**src/rtl/adc_seq_avg.sv**
```systemverilog
// adc_seq_avg: MAX10 ADC sweep sequencer with per-entry averaging; define ADC_SEQ_MINMAX_EN to add out_min/out_max
module adc_seq_avg #(
  parameter int NUM_CH   = 4,
  parameter int CH_W     = 5,
  parameter int DATA_W   = 12,
  parameter int AVG_LOG2 = 2
) (
  input  logic                   clock_clk,
  input  logic                   reset_sink_reset_n,
  input  logic                   run,
  input  logic                   single,
  input  logic [NUM_CH*CH_W-1:0] ch_list,
  output logic                   command_valid,
  output logic [CH_W-1:0]        command_channel,
  output logic                   command_startofpacket,
  output logic                   command_endofpacket,
  input  logic                   command_ready,
  input  logic                   response_valid,
  input  logic [CH_W-1:0]        response_channel,
  input  logic [DATA_W-1:0]      response_data,
  output logic                   out_valid,
  input  logic                   out_ready,
  output logic [2:0]             out_index,
  output logic [DATA_W-1:0]      out_data,
`ifdef ADC_SEQ_MINMAX_EN
  output logic [DATA_W-1:0]      out_min,
  output logic [DATA_W-1:0]      out_max,
`endif
  output logic                   busy,
  output logic                   err_ch
);
  localparam int ACC_W = DATA_W + AVG_LOG2;
  typedef enum logic [1:0] {IDLE, CMD, RESP, EMIT} state_t;
  state_t state_q, state_d;
  logic [2:0] idx_q, idx_d, eidx_q, eidx_d;
  logic [4:0] sweep_q, sweep_d;
  logic err_q, err_d;
  logic [ACC_W-1:0] acc_q [8];
  logic [CH_W-1:0] req_ch;
  logic start, restart, clr, resp_fire, last_idx, last_sweep, last_e;
  assign req_ch     = ch_list[int'(idx_q)*CH_W +: CH_W];
  assign last_idx   = idx_q == 3'(NUM_CH - 1);
  assign last_sweep = sweep_q == 5'((1 << AVG_LOG2) - 1);
  assign last_e     = eidx_q == 3'(NUM_CH - 1);
  assign start      = state_q == IDLE && run;
  assign restart    = state_q == EMIT && out_ready && last_e && !single && run;
  assign clr        = start || restart;
  assign resp_fire  = state_q == RESP && response_valid;
  assign busy                  = state_q != IDLE;
  assign err_ch                = err_q;
  assign command_valid         = state_q == CMD;
  assign command_channel       = state_q == CMD ? req_ch : '0;
  assign command_startofpacket = state_q == CMD && idx_q == 3'd0;
  assign command_endofpacket   = state_q == CMD && last_idx;
  assign out_valid             = state_q == EMIT;
  assign out_index             = state_q == EMIT ? eidx_q : 3'd0;
  assign out_data              = state_q == EMIT ? DATA_W'(acc_q[eidx_q] >> AVG_LOG2) : '0;
  // next-state: sweep sequencing, one outstanding command, in-order emit
  always_comb begin
    state_d = state_q;
    idx_d   = idx_q;
    sweep_d = sweep_q;
    eidx_d  = eidx_q;
    err_d   = err_q;
    case (state_q)
      IDLE: state_d = run ? CMD : IDLE;
      CMD:  state_d = command_ready ? RESP : CMD;
      RESP: if (response_valid) begin
        idx_d   = last_idx ? 3'd0 : idx_q + 3'd1;
        sweep_d = last_idx ? (last_sweep ? 5'd0 : sweep_q + 5'd1) : sweep_q;
        state_d = last_idx && last_sweep ? EMIT : CMD;
        err_d   = err_q || response_channel != req_ch;
      end
      EMIT: if (out_ready) begin
        eidx_d  = last_e ? 3'd0 : eidx_q + 3'd1;
        state_d = !last_e ? EMIT : (!single && run) ? CMD : IDLE;
      end
      default: state_d = IDLE;
    endcase
    if (start) begin
      idx_d   = 3'd0;
      sweep_d = 5'd0;
      eidx_d  = 3'd0;
      err_d   = 1'b0;
    end
  end
  // control state registers
  always_ff @(posedge clock_clk or negedge reset_sink_reset_n) begin
    if (!reset_sink_reset_n) begin
      state_q <= IDLE;
      idx_q   <= '0;
      eidx_q  <= '0;
      sweep_q <= '0;
      err_q   <= 1'b0;
    end else begin
      state_q <= state_d;
      idx_q   <= idx_d;
      eidx_q  <= eidx_d;
      sweep_q <= sweep_d;
      err_q   <= err_d;
    end
  end
  // per-entry accumulators, wide enough that 2^AVG_LOG2 samples never overflow
  always_ff @(posedge clock_clk or negedge reset_sink_reset_n) begin
    if (!reset_sink_reset_n) begin
      for (int i = 0; i < 8; i++) acc_q[i] <= '0;
    end else begin
      for (int i = 0; i < 8; i++)
        if (clr) acc_q[i] <= '0;
        else if (resp_fire && idx_q == 3'(i)) acc_q[i] <= acc_q[i] + ACC_W'(response_data);
    end
  end
`ifdef ADC_SEQ_MINMAX_EN
  logic [DATA_W-1:0] min_q [8];
  logic [DATA_W-1:0] max_q [8];
  assign out_min = state_q == EMIT ? min_q[eidx_q] : '0;
  assign out_max = state_q == EMIT ? max_q[eidx_q] : '0;
  // per-entry extremes, seeded so the first sample always wins
  always_ff @(posedge clock_clk or negedge reset_sink_reset_n) begin
    if (!reset_sink_reset_n) begin
      for (int i = 0; i < 8; i++) begin
        min_q[i] <= '0;
        max_q[i] <= '0;
      end
    end else begin
      for (int i = 0; i < 8; i++)
        if (clr) begin
          min_q[i] <= '1;
          max_q[i] <= '0;
        end else if (resp_fire && idx_q == 3'(i)) begin
          min_q[i] <= response_data < min_q[i] ? response_data : min_q[i];
          max_q[i] <= response_data > max_q[i] ? response_data : max_q[i];
        end
    end
  end
`endif
endmodule

```
**config.mk**
```make
export PLATFORM = sky130hd
export DESIGN_NAME = adc_seq_avg
export DESIGN_NICKNAME = d
export VERILOG_FILES = /design/src/rtl/adc_seq_avg.sv
export SDC_FILE = /design/constraint.sdc
export NUM_CORES = 1
export LEC_CHECK = 0
export ABC_AREA = 1
export BUFFER_PORTS_ARGS = -buffer_cell sky130_fd_sc_hd__clkbuf_2
export CORE_UTILIZATION = 40
export DETAILED_ROUTE_END_ITERATION = 8
export GPL_ROUTABILITY_DRIVEN = 0
export PLACE_DENSITY_LB_ADDON = 0.1
export SETUP_SLACK_MARGIN = 0.5
export SYNTH_ARGS = -nofsm -noshare
export SYNTH_HDL_FRONTEND = slang
export SYNTH_SLANG_ARGS = --single-unit
```
**constraint.sdc**
```tcl
create_clock -name clock_clk -period 2.2 [get_ports clock_clk]
set_input_delay 0.11 -clock clock_clk [delete_from_list [all_inputs] [get_ports clock_clk]]
set_output_delay 0.11 -clock clock_clk [all_outputs]
set_load 0.02 [all_outputs]
```
==> After elaboration in Yosys (flattened, before gate mapping) <==
Cells that the tools add are included.
{ "totals": {"reg_bits": 126, "latchBits": 0, "mem_bits_rw": 0, "rom_bits": 0, "inputBits": 44, "out_inout_bits": 26, "word_cells": 130, "mem_count": 0} }
{ "classes": {"addsub": 11, "multipliers": 1, "n_div": 0, "magnitude_cmp": 1, "eq_ne": 15, "n_shift": 1, "muxes": 46, "n_bitwise": 1, "n_reduce_logical": 41} }
{ "op_table": {"columns": ["cell", "n"], "rows": [
  ["14-bit two-way mux", 18],
  ["14-bit by 12-bit adder with 14-bit output", 8],
  ["14-bit binary-select mux with 3-bit select", 1],
  ["5-bit two-way mux", 6],
  ["2-bit nonzero test", 14],
  ["3-bit two-way mux", 9],
  ["20-bit by 7-bit indexed part select with 5-bit output", 1],
  ["1-bit logical AND", 18],
  ["3-bit == test (second input constant)", 4],
  ["12-bit two-way mux", 1],
  ["2-bit two-way mux", 5],
  ["3-bit by 2-bit == test with 1-bit output (second input constant)", 3],
  ["2-bit case mux with 4 select lines", 1],
  ["3-bit by 1-bit adder with 3-bit output (second input constant)", 2],
  ["3-bit by 3-bit multiplier with 6-bit output (second input constant)", 1],
  ["2-bit AND reduction", 3],
  ["5-bit by 1-bit adder with 5-bit output (second input constant)", 1],
  ["5-bit by 2-bit == test with 1-bit output (second input constant)", 1],
  ["1-bit two-way mux", 5],
  ["5-bit != test", 1],
  ["2-bit == test (second input constant)", 2],
  ["4-bit >= comparator (second input constant)", 1],
  ["3-bit NOT with 4-bit output", 1],
  ["3-bit by 1-bit == test with 1-bit output (second input constant)", 1],
  ["8 further kinds", 9]
]} }

==> Longest topological paths before layout <==
{ "logic_depth": {"depth_word": 7, "mapped_depth": 12, "depth_no_buf": 11} }

==> Worst setup path after synthesis <==
Ideal clock, no wire load.
{ "synth_path": {"path_type": "register to register", "from": "reg idx_q[0]", "to": "reg acc_q[108] (netlist name)", "setup_time_ps": 66, "arrival_time_ps": 1842, "t_required_ps": 2134, "slack_ps": 292, "stages_incl_launch_ff": 11, "path_buffers": 2, "period_less_slack_ps": 1908, "cell_sequence": "dfrtp_1 inv_1 clkbuf_1 ha_1 inv_1 nor3_1 inv_1 clkbuf_1 a21oi_1 o21ai_0 nand2_1"} }
{ "synth_via": {"elab_chain_len": 3} }
{ "synth_rtl": {"columns": ["item", "line_no", "rtl"], "rows": [
  ["start: declaration", "35", "logic [2:0] idx_q, idx_d, eidx_q, eidx_d;"],
  ["start signal: assignment", "97", "idx_q <= idx_d;"],
  ["3-bit zero test", "110", "else if (resp_fire && idx_q == 3'(i)) acc_q[i] <= acc_q[i] + ACC_W'(response_data);"],
  ["1-bit logical AND", "110", null],
  ["2-bit nonzero test (no line)", null, null],
  ["end signal: indexed assignment", "110", null],
  ["end: declaration", "38", "logic [ACC_W-1:0] acc_q [8];"]
]} }
No other way between the ends.
A chain may end at the register's enable or synchronous reset.

==> Worst setup path in the final report <==
{ "layout_path": {"from": "reg eidx_q[0]", "to": "out out_data[7]"} }
{ "layout_via": {"elab_chain_len": 5} }
{ "layout_rtl": {"columns": ["item", "line_no", "rtl"], "rows": [
  ["start: declaration", "35", null],
  ["start signal: assignment", "98", "eidx_q <= eidx_d;"],
  ["3-bit NOT with 4-bit output (not written as such)", "57", "assign out_data = state_q == EMIT ? DATA_W'(acc_q[eidx_q] >> AVG_LOG2) : '0;"],
  ["14-bit binary-select mux with 3-bit select", "57", null],
  ["14-bit two-way mux (not written as such) (2 in series)", "57", null],
  ["12-bit two-way mux", "57", null],
  ["end: declaration", "24", "output logic [DATA_W-1:0] out_data,"]
]} }
No other way between the ends. The select of a mux whose other input is x is not followed.

==> impl_metrics.toml <==
[drt]
drt_iter0_drc = 878
routed_wl_microns = 40200
vias_per_cell = 5.54
drc_errors = 2
wl_per_cell_microns = 19.0
via_count = 11800
ant_nets = 0
dr.pass1.iters = 7

[place]
placement.io_buffers = 69
dp.cells = 1973
dp_hpwl_microns = 27400
dpl_cell_area_sq_um = 11900
dpl_worst_slack_ps = 195

[sta]
slew_headroom_pct = 55.2
maxSlewViolCount = 0
max_freq_mhz = 475
setup_viol = 0
period_share_pct = 95.7
holdWs_ps = 29.7
layout_setup_ws_ps = 94.8
fin_tns_setup_ps = 0
finalClockSkew_ps = 17.8
period_minus_slack_ps = 2110
finalHoldViolations = 0
tightestPinTransition_ps = 673
rsz0062_at_grt = "true"

[pwr]
power.density_nw_per_um2 = 1210
total_power_mw = 18.6
p_leak_nw = 7.64
vdd_drop_max_uv = 638

[setup_path]
cp-start-kind = "register"
max_stage_delay_ps = 460
crit_type = "reg2out"
crit_required_ps = 2090
path_max_fanout = 48
crit_chain = "buf_12, o21ai_0, nand2_1, a22o_1, clkbuf_8"
cp_top_family = "compound AO/OA/AOI/OAI gates"
r2r_setup_slack_ps = 220
crit_path_end_kind = "output pin"
cp_data_arrival_time_ps = 2000
cpMaxStageDelayCell = "dfrtp_2"
crit_buf_inv = 2

[worst_hold_path]
hp-class = "in2reg"

[synthesis]
yosys_warnings = 0
synth_seq_cells = 126
synth_cells = 1560
synth.most_common_cell = "nand2_1"
synth-main-ff-cell = "dfrtp_1"
yosysTopAreaCell = "dfrtp_1"
synth_common_cells = "nand2_1, a21oi_1, inv_1"
synth_seq_area_share_pct = 29.0
yosys.area.top_type_share_pct = 29.0
synth_area_leaders = "dfrtp_1, ha_1, nand2_1, a21oi_1, o21ai_0"
syn_area_per_cell_sq_um = 6.97
synth.distinct_cells = 37
synth_edf_count = 0
synthesis.area_sq_um = 10900
synthArstFlopShare_pct = 100
syn-num-nets = 1714

[job]
cap_viol_max_count = 0

[clock_tree]
cts_buffers = 17
insertion_delay_ps = 430
cts_tree = "done"
cts_buffer_depth = 2
cts.sink_count = 126
clock-root-buffer = "clkbuf_16"
path_clk_slew_ps = 60
htreeDepth = 4

[global_route]
grt_max_degree = 53
grt_pass1_wl_microns = 61200
grt_remaining_overflow = 0
antenna_found_initial = 0
grt_pass1_vias = 11100
grtUsageTotal_pct = 28.4

[run_status]
violations = "design-rule violations"
status = "finished, violations left"

[floorplan]
die_w_microns = 167
die_area_sq_um = 27900
initial_core_util_pct = 40.6
core_area_sq_um = 26800
core.rowCount = 60
ios = 70
die_y_microns = 167

[finish]
finalInstanceArea_sq_um = 15300
synthToLayoutAreaGrowth_pct = 40.8
final_nets = 1923
final_util_pct = 57.2
stdcell_count = 2123
drive_above_1_share_pct = 30.2
n_antenna_cell = 0
[report_power, final]
group	total [mW]	switching [mW]	internal [mW]	leakage [nW]
clock network	3.24	1.16	2.08	0.320
registers	3.87	0.806	3.06	1.70
logic	11.5	6.52	4.96	5.62
total	18.6	8.49	10.1	7.64
[sequential cells by signal, summed over array words and instances, names as in the netlist]
| signal | flops |
|---|---|
| eidx_q | 3 |
| err_ch | 1 |
| state_q | 2 |
| acc_q | 112 |
| sweep_q | 5 |
| idx_q | 3 |
[per-layer routing]
metal | GRT usage [%] | routed length (microns) | part of all wire (%) | vias up
li1 | - | - | - | 5774
met1 | 38.4 | 18200 | 45 | 5554
met2 | 46.1 | 18500 | 46 | 360
met3 | 4.30 | 2230 | 5.5 | 66
met4 | 9.58 | 1240 | 3.1 | 0
met5 | 0 | 0 | 0 | -
[final timing paths]
| path | to | cells after the start | from |
|---|---|---|---|
| setup / recovery | out_data[7] | 5 | eidx_q[0] |
| max in group asynchronous | eidx_q[0] | 3 | reset_sink_reset_n |
| min in group asynchronous | acc_q[87] | 2 | reset_sink_reset_n |
| hold reg to reg | sweep_q[4] | 1 | sweep_q[4] |
| setup reg to reg | acc_q[3] | 12 | state_q[0] |
| hold / removal | state_q[0] | 4 | out_ready |
[cell families (layout without fill, tap and decap cells)]
group | count (synthesis) | in the layout | synth area share, %
and+or+nand+nor | 607 | 607 | 23.9
AOI/OAI and AO/OA | 462 | 462 | 23.7
buffers and inverters | 230 | 452 | 8.23
DFF | 126 | 126 | 29.0
adders and majority gates | 110 | 110 | 13.2
xor gates and xnor gates | 25 | 25 | 2.01
[placed cells by master, fill, tap and decap left out, types with 14 or more instances in the layout]
cell type / Yosys / routed
a21o_1: 35 / 35
a21oi_1: 189 / 142
a21oi_2: 0 / 42
buf_12: 0 / 14
buf_4: 6 / 99
buf_6: 0 / 44
clkbuf_16: 0 / 19
clkbuf_2: 0 / 50
dfrtp_1: 126 / 119
ha_1: 102 / 61
ha_4: 0 / 30
inv_1: 181 / 154
inv_2: 6 / 23
nand2_1: 296 / 247
nand2_2: 2 / 48
nand3_1: 152 / 136
nand3_2: 1 / 16
nor2_1: 111 / 93
o21ai_0: 160 / 75
o21ai_1: 4 / 63
o21ai_2: 0 / 14
o21bai_1: 16 / 15
o22ai_1: 31 / 27
xnor2_1: 16 / 15
[layout make-up]
| cell class | count | area [sq um] |
|---|---|---|
| clock buffer | 19 | 453 |
| fill | 2387 | 11500 |
| timing repair buffer | 232 | 2230 |
| multi-input combinational | 1204 | 8100 |
| sequential | 126 | 3160 |
| inverter | 188 | 741 |
| clock inverter | 13 | 210 |
| tap | 341 | 427 |
[what timing repair did]
item                                    in CTS  in global routing
endpoints found under the setup margin     128                139
gates cloned                                 8                  3
hold buffers                                 2                  0
setup buffers                               54                 51
hold endpoints to repair                    51                  0
pin swaps                                   60                 68
resized for setup                          264                229
[worst register-to-register path, cell delays in order, from the launching register on]
cell and delay, ps:
dfrtp_1 420, buf_4 150, buf_4 120, inv_2 110
nand3_4 140, inv_8 90, a41oi_4 40, buf_6 170
buf_4 150, buf_4 130, buf_4 170, nand3_1 80
o21ai_0 80
(Power assumes the default switching activity.)
